===== config.mk =====
export PLATFORM = sky130hd
export DESIGN_NAME = mem_arbiter_flat
export DESIGN_NICKNAME = d
export VERILOG_FILES = /design/src/rtl/mem_arbiter_if.sv /design/src/rtl/mem_arbiter.sv /design/src/flat_wrapper.sv
export SDC_FILE = /design/constraint.sdc
export NUM_CORES = 1
export LEC_CHECK = 0
export ABC_CLOCK_PERIOD_IN_PS = 2400
export CORE_AREA = 4 4 65 67
export CTS_CLUSTER_SIZE = 8
export DETAILED_ROUTE_END_ITERATION = 10
export DIE_AREA = 0 0 69 71
export PLACE_DENSITY = 0.84
export SYNTH_ARGS = -nofsm -noshare
export SYNTH_HDL_FRONTEND = slang
export SYNTH_SLANG_ARGS = --single-unit

===== constraint.sdc =====
create_clock -name clk -period 2.4 [get_ports clk]
set_input_delay 0.36 -clock clk [delete_from_list [all_inputs] [get_ports clk]]
set_output_delay 0.36 -clock clk [all_outputs]
set_load 0.05 [all_outputs]

===== src/rtl/mem_arbiter_if.sv =====
// Bus bundle between the two requesters, the arbiter and the single-port memory.
//   slave  : arbiter side (takes requests and mem_out; drives grants,
//            read returns and the memory command port)
//   master : requester/memory side (the mirror image)
// Requester signals: reqN, weN, addrN, wdataN -> gntN, rdataN, rvalidN
// Memory signals:    mem_we, mem_addr, mem_data -> memory; mem_out <- memory
interface mem_arbiter_if #(
    parameter int ADDR_WIDTH = 6,
    parameter int DATA_WIDTH = 16
) ();
    logic                  req0, req1;
    logic                  we0, we1;
    logic [ADDR_WIDTH-1:0] addr0, addr1;
    logic [DATA_WIDTH-1:0] wdata0, wdata1;
    logic                  gnt0, gnt1;
    logic [DATA_WIDTH-1:0] rdata0, rdata1;
    logic                  rvalid0, rvalid1;
    logic                  mem_we;
    logic [ADDR_WIDTH-1:0] mem_addr;
    logic [DATA_WIDTH-1:0] mem_data;
    logic [DATA_WIDTH-1:0] mem_out;

    modport slave (
        input  req0, req1, we0, we1, addr0, addr1, wdata0, wdata1, mem_out,
        output gnt0, gnt1, rdata0, rdata1, rvalid0, rvalid1,
               mem_we, mem_addr, mem_data
    );

    modport master (
        output req0, req1, we0, we1, addr0, addr1, wdata0, wdata1, mem_out,
        input  gnt0, gnt1, rdata0, rdata1, rvalid0, rvalid1,
               mem_we, mem_addr, mem_data
    );
endinterface


===== src/rtl/mem_arbiter.sv =====
// Two-requester arbiter in front of a single-port memory with a registered
// read port. One access is granted per clock (round-robin or fixed priority);
// granted reads come back one cycle later with an rvalid strobe.
// Ports:
//   clk    system clock, shared with the memory
//   rst_n  synchronous active-low reset
//   bus    mem_arbiter_if.slave: requester handshakes and memory port
module mem_arbiter #(
    parameter int ADDR_WIDTH = 6,
    parameter int DATA_WIDTH = 16,
    parameter int FIXED_PRIO = 0
) (
    input  logic               clk,
    input  logic               rst_n,
    mem_arbiter_if.slave       bus
);

    logic       last_grant;
    logic [1:0] rd_pending;
    logic       gnt0_c;
    logic       gnt1_c;

    // Grants are forced low during the reset cycle so nothing reaches memory.
    always_comb begin
        gnt0_c = 1'b0;
        gnt1_c = 1'b0;
        if (rst_n) begin
            if (bus.req0 && bus.req1) begin
                if (FIXED_PRIO != 0) begin
                    gnt0_c = 1'b1;
                end else begin
                    // Favour whoever was not served last.
                    gnt0_c = last_grant;
                    gnt1_c = ~last_grant;
                end
            end else begin
                gnt0_c = bus.req0;
                gnt1_c = bus.req1;
            end
        end
    end

    always_comb begin
        bus.mem_we   = 1'b0;
        bus.mem_addr = '0;
        bus.mem_data = '0;
        if (gnt0_c) begin
            bus.mem_we   = bus.we0;
            bus.mem_addr = bus.addr0;
            bus.mem_data = bus.wdata0;
        end else if (gnt1_c) begin
            bus.mem_we   = bus.we1;
            bus.mem_addr = bus.addr1;
            bus.mem_data = bus.wdata1;
        end
    end

    // last_grant resets to 1 so requester 0 wins the first conflict.
    always_ff @(posedge clk) begin
        if (!rst_n) begin
            last_grant <= 1'b1;
            rd_pending <= 2'b00;
        end else begin
            if (gnt0_c) begin
                last_grant <= 1'b0;
            end else if (gnt1_c) begin
                last_grant <= 1'b1;
            end
            rd_pending <= {gnt1_c & ~bus.we1, gnt0_c & ~bus.we0};
        end
    end

    assign bus.gnt0    = gnt0_c;
    assign bus.gnt1    = gnt1_c;
    // Memory output is already registered; it lines up with rd_pending.
    assign bus.rdata0  = bus.mem_out;
    assign bus.rdata1  = bus.mem_out;
    assign bus.rvalid0 = rd_pending[0];
    assign bus.rvalid1 = rd_pending[1];

endmodule

===== src/flat_wrapper.sv =====
// flat-port wrapper written by rule: the top's interface ports become plain ports
module mem_arbiter_flat 
#(
    parameter int ADDR_WIDTH = 6,
    parameter int DATA_WIDTH = 16,
    parameter int FIXED_PRIO = 0
)
  (clk, rst_n, bus_req0, bus_req1, bus_we0, bus_we1, bus_addr0, bus_addr1, bus_wdata0, bus_wdata1, bus_mem_out, bus_gnt0, bus_gnt1, bus_rdata0, bus_rdata1, bus_rvalid0, bus_rvalid1, bus_mem_we, bus_mem_addr, bus_mem_data);
  mem_arbiter_if #(.ADDR_WIDTH(ADDR_WIDTH), .DATA_WIDTH(DATA_WIDTH)) bus_i ();
  input  logic clk;
  input  logic rst_n;
  input wire logic [$bits(bus_i.req0)-1:0] bus_req0;
  input wire logic [$bits(bus_i.req1)-1:0] bus_req1;
  input wire logic [$bits(bus_i.we0)-1:0] bus_we0;
  input wire logic [$bits(bus_i.we1)-1:0] bus_we1;
  input wire logic [$bits(bus_i.addr0)-1:0] bus_addr0;
  input wire logic [$bits(bus_i.addr1)-1:0] bus_addr1;
  input wire logic [$bits(bus_i.wdata0)-1:0] bus_wdata0;
  input wire logic [$bits(bus_i.wdata1)-1:0] bus_wdata1;
  input wire logic [$bits(bus_i.mem_out)-1:0] bus_mem_out;
  output wire logic [$bits(bus_i.gnt0)-1:0] bus_gnt0;
  output wire logic [$bits(bus_i.gnt1)-1:0] bus_gnt1;
  output wire logic [$bits(bus_i.rdata0)-1:0] bus_rdata0;
  output wire logic [$bits(bus_i.rdata1)-1:0] bus_rdata1;
  output wire logic [$bits(bus_i.rvalid0)-1:0] bus_rvalid0;
  output wire logic [$bits(bus_i.rvalid1)-1:0] bus_rvalid1;
  output wire logic [$bits(bus_i.mem_we)-1:0] bus_mem_we;
  output wire logic [$bits(bus_i.mem_addr)-1:0] bus_mem_addr;
  output wire logic [$bits(bus_i.mem_data)-1:0] bus_mem_data;
  assign bus_i.req0 = bus_req0;
  assign bus_i.req1 = bus_req1;
  assign bus_i.we0 = bus_we0;
  assign bus_i.we1 = bus_we1;
  assign bus_i.addr0 = bus_addr0;
  assign bus_i.addr1 = bus_addr1;
  assign bus_i.wdata0 = bus_wdata0;
  assign bus_i.wdata1 = bus_wdata1;
  assign bus_i.mem_out = bus_mem_out;
  assign bus_gnt0 = bus_i.gnt0;
  assign bus_gnt1 = bus_i.gnt1;
  assign bus_rdata0 = bus_i.rdata0;
  assign bus_rdata1 = bus_i.rdata1;
  assign bus_rvalid0 = bus_i.rvalid0;
  assign bus_rvalid1 = bus_i.rvalid1;
  assign bus_mem_we = bus_i.mem_we;
  assign bus_mem_addr = bus_i.mem_addr;
  assign bus_mem_data = bus_i.mem_data;
  mem_arbiter #(.ADDR_WIDTH(ADDR_WIDTH), .DATA_WIDTH(DATA_WIDTH), .FIXED_PRIO(FIXED_PRIO)) u_core (.clk(clk), .rst_n(rst_n), .bus(bus_i));
endmodule

==> impl_results.md <==
* Worst-case reg-to-reg path depth at 3
* DRT Wirelength at 3090 um
* Die W at 69 um
* I/O Pins at 125
* Grt ovf at 0
* Critical path buffers and inverters at 4
* Leak at 0.692 nW
* Max-cap violations at 0
* Post-DP HPWL at 2430 um
* Hold Path Class: reg2reg
* CTS tree: built
* Hold Path Depth at 1
* Avg Inst Size Synth at 7.80 um2
* Critical Path Fanout Max at 9
* Clock latency on the worst-skew pair at 0.21 ns
* Total power draw at 0.000641 W
* Pin count of the biggest net entering global routing at 49
* # DRC at 0
* Pre-CTS WS at 0.235 ns
* Metal2 WL at 1490 um
* Register area share after synthesis at 6.06%
* DR iter-0 viols at 53
* RSZ-0062 raised after global routing: false
* ANT cells at 0
* PD cells at 351 nW/um2
* Filler cells at 338
* Status: finished clean
* Crit path depth at 5
* Final period util at 89.9%
* Fin. max-slew vios at 0
* Worst-Margin Slew at 0.494 ns
* Synth unique cells at 17
* RR Startpoint: u_core.last_grant
* Die ar. at 4900 um2
* CTS Sinks at 3
* Number of global-route vias before repair at 1016
* WL met3 at 348 um
* Initial core utilization at 27.3%
* Setup Skew at 0.00227 ns
* Core Region at 3630 um2
* Initial antenna violation count at 0
* Root buffer cell: clkbuf_8
* First-pass GRT wire length at 4920 um
* Endpoint class of the critical path: output port
* CP required at 2.04 ns
* Gr usage total at 11.9%
* Wire per inst at 14.4 um
* DIE HEIGHT at 71 um
* Fmax achieved at 463 MHz
* CP max-delay cell: clkdlybuf4s50_1
* Post CTS Setup Buffer Count at 0
* Worst VDD drop at 311 uV
* Post-cts gate resize count at 0
* Ratio of cells with drive above 1 in the final layout at 32.3%
* Worst slew margin at 67.0%
* Via count at 994
* Inserted Clock Buffers at 3
* WL met1 at 1200 um
* Vias per inst at 4.62
* Commonest non-fill, non-tap cell in the layout: clkdlybuf4s50_1
* DR top layer: met4
* Reg2reg setup slack at 1.36 ns
* CTS max path bufs at 2
* Layout area overhead at 84.6%
* Post-Syn Area at 991 um2
* Setup violators final at 0
* Standard-cell rows at 22
* CP Class: in2out
* YS warnings at 0
* Crit path arrival time at 1.80 ns
* CTS HTree Levels at 1
* Port Buffers at 76
* CP startpoint kind: input pin
* Setup TNS at 0 ns
* Hold Crit Start: u_core.last_grant
* First-pass iteration count of the detailed router at 4
* Min cycle time layout at 2.16 ns
* DRT antenna net count at 0
* Crit path largest cell delay at 0.50 ns
* Start point of the critical path: bus_req0
* Crit path cell chain: clkdlybuf4s50_1 > inv_1 > buf_4 > o32ai_2 > buf_12
* Clock transition at the registers of the reported paths at 0.03 ns
* Final worst slack at 0.242 ns
* Syn nets at 193
* Critical path's top delay family: buffers and inverters
* Synth Register Bits at 3
* Final hold violation count at 0
* Routability Congestion at 0.847
* Synthesized instance count at 127
* Most frequent cells in the layout: clkdlybuf4s50_1 (51), nand2_1 (47), buf_12 (28), o32ai_2 (17), o32ai_1 (5)
* Nets at 234
* Number of hold buffers added after CTS at 0
## logic make-up after synthesis
logic type / count (synthesis) / synth area share, %
and+or+nand+nor: 52 / 20.5
buffers and inverters: 47 / 36.4
AOI/OAI and AO/OA: 25 / 37.1
DFF: 3 / 6.06
## layer usage
layer	up-vias	track usage (%)
met4	0	4.56
li1	489	-
met5	-	0
met1	441	14.0
met2	55	20.3
met3	9	3.69
## stage by stage
| step | instance area, um2 | instances | util [%] | hold slack [ns] |
|---|---|---|---|---|
| global placement | 1780 | 211 | 49.1 | 0.520 |
| floorplan | 991 | 127 | - | 0.437 |
| global route | 1830 | 215 | 50.3 | 0.533 |
| finish | 1830 | 215 | 50.3 | 0.533 |
| detailed placement | 1780 | 211 | 49.1 | 0.519 |
| CTS | 1830 | 215 | 50.3 | 0.529 |
## registers in the layout, summed over array words and instances, names as in the netlist
| signal | cells |
|---|---|
| u_core.last_grant | 1 |
| u_core.rd_pending | 2 |
## layout make-up
type | instances | area, um2 | share of cell area, %
inverter | 2 | 7.51 | 0.410
clock buffer | 4 | 45.0 | 2.46
tap | 48 | 60.1 | 3.28
timing repair buffer | 81 | 1090 | 59.4
multi-input combinational | 77 | 571 | 31.2
sequential | 3 | 60.1 | 3.28
## where the power goes
part           internal, W  switching [W]   total, W
Combinational     0.000228       0.000214   0.000441
Sequential       0.0000529     0.00000183  0.0000548
Clock             0.000113      0.0000318   0.000145
Total             0.000394       0.000248   0.000641
## Yosys cell counts, drive strengths merged
cell	count	area share (%)
nand2	47	18
buf	43	35
o32ai	23	35
dfxtp	3	6.1
clkbuf	2	0.76
inv	2	0.76
nor2	2	0.76
nor3	2	1.0
a211o	1	1.0
a21bo	1	1.0
nor2b	1	0.88
## final timing paths
path / end
worst min register to register: u_core.last_grant
worst max-delay path: bus_mem_data[5]
worst max register to register: u_core.last_grant
worst min-delay path: u_core.last_grant
(Power assumes the default switching activity.)
